$ cat config.mk
export PLATFORM = sky130hd
export DESIGN_NAME = cmult_rr_arbiter
export DESIGN_NICKNAME = d
export VERILOG_FILES = /design/src/rtl/cmult_rr_arbiter.sv
export SDC_FILE = /design/constraint.sdc
export NUM_CORES = 1
export LEC_CHECK = 0
export ABC_AREA = 1
export CAP_MARGIN = 5
export CORE_AREA = 10 10 297 299
export DETAILED_ROUTE_END_ITERATION = 8
export DIE_AREA = 0 0 307 309
export DONT_BUFFER_PORTS = 1
export PLACE_DENSITY = 0.3
export SLEW_MARGIN = 20
export SYNTH_ARGS = -nofsm -noshare
export SYNTH_HDL_FRONTEND = slang
export SYNTH_SLANG_ARGS = --single-unit
$ cat constraint.sdc
create_clock -name clk -period 2.2 [get_ports clk]
set_input_delay 0.44 -clock clk [delete_from_list [all_inputs] [get_ports clk]]
set_output_delay 0.44 -clock clk [all_outputs]
set_load 0.03 [all_outputs]
$ cat src/rtl/cmult_rr_arbiter.sv
// Round-robin arbiter/sequencer in front of one shared fixed-point complex multiplier.
// One transaction is in flight at a time. The flow is grant -> issue operands -> wait for
// the result -> return it to the granted requester. Operand and result data pass through
// untouched; only the handshakes are sequenced here.
module cmult_rr_arbiter #(
    parameter int n    = 32,
    parameter int nreq = 4,
    parameter int idw  = $clog2(nreq)
) (
    input  logic                clk,
    input  logic                reset,
    input  logic [nreq-1:0]     req_val,
    output logic [nreq-1:0]     req_rdy,
    input  logic [nreq*n-1:0]   req_ar,
    input  logic [nreq*n-1:0]   req_ac,
    input  logic [nreq*n-1:0]   req_br,
    input  logic [nreq*n-1:0]   req_bc,
    output logic [nreq-1:0]     resp_val,
    input  logic [nreq-1:0]     resp_rdy,
    output logic [n-1:0]        resp_cr,
    output logic [n-1:0]        resp_cc,
    output logic                m_recv_val,
    input  logic                m_recv_rdy,
    output logic [n-1:0]        m_ar,
    output logic [n-1:0]        m_ac,
    output logic [n-1:0]        m_br,
    output logic [n-1:0]        m_bc,
    input  logic                m_send_val,
    output logic                m_send_rdy,
    input  logic [n-1:0]        m_cr,
    input  logic [n-1:0]        m_cc,
    output logic [idw-1:0]      grant_id,
    output logic                busy
);

    typedef enum logic [1:0] {
        IDLE  = 2'd0,
        ISSUE = 2'd1,
        WAIT  = 2'd2,
        RESP  = 2'd3
    } state_e;

    state_e         state_q, state_d;
    logic [idw-1:0] ptr_q, ptr_d;
    logic [idw-1:0] grant_q, grant_d;
    logic [n-1:0]   ar_q, ar_d, ac_q, ac_d, br_q, br_d, bc_q, bc_d;
    logic [n-1:0]   cr_q, cr_d, cc_q, cc_d;

    logic           pick_found_s;
    logic [idw-1:0] pick_idx_s;
    logic           resp_done_s;

    // Search starts just after the last completed grant, so the requester served most
    // recently is considered last. Returns {found, index}.
    function automatic logic [idw:0] rr_pick(input logic [nreq-1:0] val,
                                             input logic [idw-1:0]  ptr);
        logic           found;
        logic [idw-1:0] idx;
        logic [idw-1:0] cand;
        found = 1'b0;
        idx   = '0;
        for (int k = 1; k <= nreq; k++) begin
            cand = idw'((int'(ptr) + k) % nreq);
            if (!found && val[cand]) begin
                found = 1'b1;
                idx   = cand;
            end else begin
                found = found;
            end
        end
        return {found, idx};
    endfunction

    // Round-robin winner among the currently asserted requests, and the return-side handshake.
    always_comb begin
        {pick_found_s, pick_idx_s} = rr_pick(req_val, ptr_q);
        resp_done_s                = resp_rdy[grant_q];
    end

    // Next-state logic of the transaction sequencer.
    always_comb begin
        state_d = state_q;
        case (state_q)
            IDLE: begin
                if (pick_found_s) state_d = ISSUE;
                else              state_d = IDLE;
            end
            ISSUE: begin
                if (m_recv_rdy) state_d = WAIT;
                else            state_d = ISSUE;
            end
            WAIT: begin
                if (m_send_val) state_d = RESP;
                else            state_d = WAIT;
            end
            RESP: begin
                if (resp_done_s) state_d = IDLE;
                else             state_d = RESP;
            end
            default: state_d = IDLE;
        endcase
    end

    // Operand/result capture, grant index and pointer update.
    always_comb begin
        ptr_d   = ptr_q;
        grant_d = grant_q;
        ar_d    = ar_q;
        ac_d    = ac_q;
        br_d    = br_q;
        bc_d    = bc_q;
        cr_d    = cr_q;
        cc_d    = cc_q;
        case (state_q)
            IDLE: begin
                if (pick_found_s) begin
                    grant_d = pick_idx_s;
                    ar_d    = req_ar[pick_idx_s*n +: n];
                    ac_d    = req_ac[pick_idx_s*n +: n];
                    br_d    = req_br[pick_idx_s*n +: n];
                    bc_d    = req_bc[pick_idx_s*n +: n];
                end else begin
                    grant_d = grant_q;
                end
            end
            WAIT: begin
                if (m_send_val) begin
                    cr_d = m_cr;
                    cc_d = m_cc;
                end else begin
                    cr_d = cr_q;
                end
            end
            RESP: begin
                // The pointer moves only when a response completes; that is the fairness anchor.
                if (resp_done_s) ptr_d = grant_q;
                else             ptr_d = ptr_q;
            end
            default: begin
                ptr_d = ptr_q;
            end
        endcase
    end

    // Handshake outputs decoded from the current state.
    always_comb begin
        req_rdy    = '0;
        resp_val   = '0;
        m_recv_val = 1'b0;
        m_send_rdy = 1'b0;
        busy       = (state_q != IDLE);
        case (state_q)
            IDLE: begin
                if (pick_found_s) req_rdy[pick_idx_s] = 1'b1;
                else              req_rdy = '0;
            end
            ISSUE:   m_recv_val = 1'b1;
            WAIT:    m_send_rdy = 1'b1;
            RESP:    resp_val[grant_q] = 1'b1;
            default: busy = 1'b0;
        endcase
    end

    // State and datapath registers with synchronous active-low reset.
    always_ff @(posedge clk) begin
        if (!reset) begin
            state_q <= IDLE;
            ptr_q   <= idw'(nreq - 1);
            grant_q <= '0;
            ar_q    <= '0;
            ac_q    <= '0;
            br_q    <= '0;
            bc_q    <= '0;
            cr_q    <= '0;
            cc_q    <= '0;
        end else begin
            state_q <= state_d;
            ptr_q   <= ptr_d;
            grant_q <= grant_d;
            ar_q    <= ar_d;
            ac_q    <= ac_d;
            br_q    <= br_d;
            bc_q    <= bc_d;
            cr_q    <= cr_d;
            cc_q    <= cc_d;
        end
    end

    assign m_ar     = ar_q;
    assign m_ac     = ac_q;
    assign m_br     = br_q;
    assign m_bc     = bc_q;
    assign resp_cr  = cr_q;
    assign resp_cc  = cc_q;
    assign grant_id = grant_q;

endmodule

# Word-level counts from Yosys, hierarchy flattened

Cells that the tools add are included.

Shifts and indexed selects: 4
Mux-type cells: 32
$add $sub $neg: 4
Equality and inequality tests: 3
$lt $le $gt $ge: 8
Reduce and logical (&&, ||, !) cells: 13

Operators with widths:

| kind                                                               | count |
|---|---|
| indexed part select 128 x 8 -> 32 bit                              | 4 |
| less-than comparator 2 x 3 -> 1 bit (second input constant)        | 6 |
| two-way mux 1 bit                                                  | 15 |
| two-way mux 2 bit                                                  | 6 |
| two-way mux 4 bit                                                  | 3 |
| binary-select mux 1 bit (select 2 bit)                             | 5 |
| one-hot mux 2 bit (4 select lines)                                 | 1 |
| AND reduction 2 bit                                                | 3 |
| logical AND 1 bit                                                  | 5 |
| adder 2 x 1 -> 2 bit (second input constant)                       | 2 |
| adder 2 bit (second input constant)                                | 2 |
| demux 1 bit (select 2 bit)                                         | 2 |
| == test 2 bit (second input constant)                              | 2 |
| greater-or-equal comparator 2 x 1 -> 1 bit (second input constant) | 2 |
| zero test 1 bit                                                    | 3 |
| == test 2 x 1 -> 1 bit (second input constant)                     | 1 |
| zero test 2 bit                                                    | 1 |
| nonzero test 2 bit                                                 | 1 |

Word-level logic and storage cells: 73
Output and inout bits: 205
Bits in registers: 198
Input bits: 588

# Longest topological paths before layout

Depth after elaboration: 19
Mapped depth: 16
Mapped depth without buffers: 14

# Worst setup path after synthesis

Ideal clock, no wire load.

Path kind: register to output
Start point: register ptr_q[0]
End point: output port req_rdy[2]
Cell stages (with the launch flop): 13
Path buffers: 3
Arrival: 1,959 ps
Required time: 1,760 ps
Setup slack: -199 ps
Cell sequence: dfxtp_1 > buf_6 > inv_4 > nand2_1 > nand3_1 > nand2_2 > nand3_1 > nand2_1 > inv_2 > buf_2 > buf_4 > nand2_1 > a31oi_1

Longest elaborated chain between the ends: 19
Elaborated cells between the ends (all ways): 33
Classes of those cells: add/sub (4); order compare (2); mux (20); reduce/logical (7)

Ends and longest elaborated chain:

| what                                                                                                                    | RTL line | source |
|---|---|---|
| from (decl)                                                                                                             | 44       | `logic [idw-1:0] ptr_q, ptr_d;` |
| from (signal assigned)                                                                                                  | 168      | `ptr_q <= idw'(nreq - 1);` |
| from (signal assigned)                                                                                                  | 178      | `ptr_q <= ptr_d;` |
| adder 2 x 1 -> 2 bit                                                                                                    | 63       | `cand = idw'((int'(ptr) + k) % nreq);` |
| binary-select mux 1 bit (select 2 bit)                                                                                  | 64       | `if (!found && val[cand]) begin` |
| two-way mux 1 bit (not written as such)                                                                                 | 64       |  |
| two-way mux 1 bit                                                                                                       | 64       |  |
| zero test 1 bit                                                                                                         | 64       |  |
| logical AND 1 bit                                                                                                       | 64       |  |
| two-way mux 1 bit                                                                                                       | 64       |  |
| zero test 1 bit                                                                                                         | 64       |  |
| [... 3 more ...]                                                                                                        | --       |  |
| logical AND 1 bit                                                                                                       | 64       |  |
| two-way mux 2 bit                                                                                                       | 64       |  |
| less-than comparator 2 x 3 -> 1 bit (not written as such) or greater-or-equal comparator 2 x 1 -> 1 bit (tied branches) | 154      | `if (pick_found_s) req_rdy[pick_idx_s] = 1'b1;` |
| logical AND 1 bit (not written as such)                                                                                 | 154      |  |
| two-way mux 1 bit (not written as such)                                                                                 | 154      |  |
| demux 1 bit (select 2 bit)                                                                                              | 154      |  |
| two-way mux 4 bit *                                                                                                     | 154      |  |
| two-way mux 4 bit *                                                                                                     | 152      | `case (state_q)` |
| to (decl)                                                                                                               | 13       | `output logic [nreq-1:0] req_rdy,` |

Mark *: on every way between the ends. The rest lies on a longest branch, timed or not. The select of a mux whose other input is x is not followed.

# Worst setup path in the final report

Start point: register ptr_q[0]
End point: output port req_rdy[0]

The elaborated chain is that of the path after synthesis.

==> metrics.cfg <==
[status]
status=finished, violations left
violations=negative setup slack

[synth]
synth_top_cells_by_count=nand2_1, nor2_1, nand3_1
syn_area_um2=12000
syn-mean-instance-area_um2=5.79
synth_top_area_share_pct=33.0
synth_cells=2073
synth_edf_count=0
synth_cell_types=28
synthArstFlopShare_pct=0
yosys_warnings=0
synth_nets=2661
synth_area_leaders=dfxtp_1, nand2_1, nand3_1
yosys.area.top_type=dfxtp_1
synth_ff_type=dfxtp_1
ys_ff_latch=198
synthMostInstantiatedCell=nand2_1
ys_seq_area_share_pct=33.0

[setup_path]
crit_slowest_cell=dfxtp_4
slowest_delay_ns=0.42
r2r_setup_slack_ns=-0.08
rr_endpoint=m_br[4]
worst-path-max-fanout=7
cp-end-kind=output port
worstPathCellList=buf_6, nand2_2, nand2_4, nand2_4, buf_6, a31oi_4, nand3_2, buf_6, nor2_2, buf_4
worstPathArrival_ns=2.13
crit_type=reg -> out
cp-start-kind=flop
worstRegToRegCells=15
path_common_cell=buf_6
crit_required_ns=1.76
rr_startpoint=ptr_q[0]

[cells_and_area]
drive_gt1_share_pct=14.1
multiInputGateArea_um2=7560
nets=2678
syn_to_final_growth_pct=34.8
fill_cells=9440
seq_area_um2=3970

[detailed_routing]
viasPerCell=4.42
drt_iter0_drc=1316
wire_per_inst_um=25.2
num_vias=14000
ant_nets=0
drc=0
drt_pass1_iterations=5
wirelength_um=80000

[worst_hold_path]
hp-class=in -> reg
hold_end=grant_id[0]
worstHoldStart=reset
holdPathStages=2

[sta]
tightest_slew_ns=0.721
final.period_utilization_pct=117
hold_viol_final=0
slew_headroom_pct=51.9
fin_ws_ns=-0.375
timing.setup.tns_ns=-3.31
rsz0062_at_grt=yes
slew_violations=0
finalSetupViolations=62
max_freq_mhz=388
holdWs_ns=0.0809
finClkSkew_ns=0.0174
finalCriticalPeriod_ns=2.57

[global_route]
grt_usage_pct=14.8
grt_pass1_wl_um=102000
grt.overflow.total=0
grt_max_degree=90
antenna_found_initial=7
grt_pass1_vias=13800

[placement]
numPortBuffers=0
gp_congestion=0.828
hpwl_um=57200

[cts]
cts-root-buf=clkbuf_16
cts-htree-levels=4
clock_sinks=198
cts_tree=done
cts_buffers=17
clk_pin_slew_ns=0.10
insertion_delay_ns=0.50
clockBufferDepth=2

[power]
power_w=0.0154
leakagePower_nw=7.18
seqPwrFrac_pct=38.2
p_int_w=0.00829
clock_power_share_pct=22.5
p_sw_share_pct=46.3
switching_power_w=0.00715
pwr-share-comb_pct=39.3
powerDensity_nw_per_um2=954
ir_drop_uv=614

[die]
core_um2=81800
die_w_um=307
die_h_um=309
start_util_pct=14.7
die_area_um2=94900
io_pins=793
row_count=105

[run]
maxCapViolCount=0

[flip-flops by register name, indices dropped and copies added (netlist names)]
name / flops
m_br: 32
ptr_q: 2
m_bc: 32
m_ac: 32
m_ar: 32
state_q: 2
resp_cc: 32
grant_id: 2
resp_cr: 32
[stage by stage]
stage                     setup slack [ns]  cells  cell area [µm²]  util, %
after floorplan                    -0.0964   2073            12000        -
after CTS                           -0.466   3138            15000     18.3
final                               -0.375   3176            16200     19.8
after global routing                -0.538   3173            16200     19.8
after detailed placement            -0.231   3084            13700     16.7
after global placement              -0.205   3084            13700     16.7
[power groups by stage]
| stage | registers [W] | logic (W) | clock network, W |
|---|---|---|---|
| detailed placement | 0.00603 | 0.00449 | 0 |
| global placement | 0.00604 | 0.00447 | 0 |
| floorplan | 0.00564 | 0.00303 | 0 |
| CTS | 0.00594 | 0.00502 | 0.00369 |
| finish | 0.00590 | 0.00607 | 0.00348 |
| global route | 0.00598 | 0.00672 | 0.00379 |
[routing by layer]
layer	global-route usage, %	part of all wire [%]	wire, µm	up-vias
li1	-	-	-	6665
met1	16.9	40	32100	6660
met2	26.6	50	40400	658
met3	5.02	8.3	6660	42
met4	2.86	0.98	783	4
met5	0	0.035	28	-
[how the worst max path moves through the flow]
stage	cells past startpoint	slack [ns]	end	from
floorplan	12	-0.1	req_rdy[0]	ptr_q[0]
global placement	12	-0.20	m_bc[5]	ptr_q[0]
detailed placement	12	-0.23	m_bc[5]	ptr_q[0]
CTS	11	-0.47	req_rdy[3]	ptr_q[0]
global route	13	-0.54	req_rdy[2]	ptr_q[1]
finish	10	-0.37	req_rdy[0]	ptr_q[0]
[cell type report]
| class | instances | share of cell area [%] |
|---|---|---|
| clock buffers | 18 | 2.71 |
| inverters | 24 | 0.711 |
| flip-flops and latches | 198 | 24.5 |
| diodes | 3 | 0.0464 |
| well taps | 1070 | 8.27 |
| clock inverters | 14 | 1.06 |
| multi-input cells | 1683 | 46.7 |
| repair buffers | 166 | 15.9 |
[cell usage in the layout (no fill, tap or decap), types with 4 or more instances in the layout]
cell / n
nand2_8: 5
inv_8: 7
buf_6: 14
nand3_1: 416
inv_1: 16
nor2_2: 5
nor2_1: 509
dfxtp_1: 196
nor3_1: 5
a21oi_1: 64
buf_4: 69
inv_2: 4
nor2_4: 11
buf_8: 9
buf_12: 33
nand3_2: 36
nand2_1: 590
buf_16: 14
bufbuf_16: 8
nand2_2: 17
clkbuf_16: 35
nand2_4: 10
[kinds of logic after synthesis]
logic type | Yosys count | synth area share, %
compound gates | 74 | 3.33
buf+inv | 192 | 8.15
flops | 198 | 33.0
simple gates | 1609 | 55.5
[worst max-delay path, delay by kind of cell, from the launching register on]
family	cells	cell delay (ns)
flops	1	0.42
buf+inv	4	0.59
simple gates	5	0.45
compound gates	1	0.18
[repair_timing]
item                                    CTS  global route
gates resized for setup                  68           113
endpoints found under the hold margin     1             0
gates cloned                             11            24
buffers inserted                         11            13
endpoints found under the setup margin  133           133
hold buffers                              1             0
pin swaps                                20            24
Note: power is estimated with default switching activity, not from simulation.
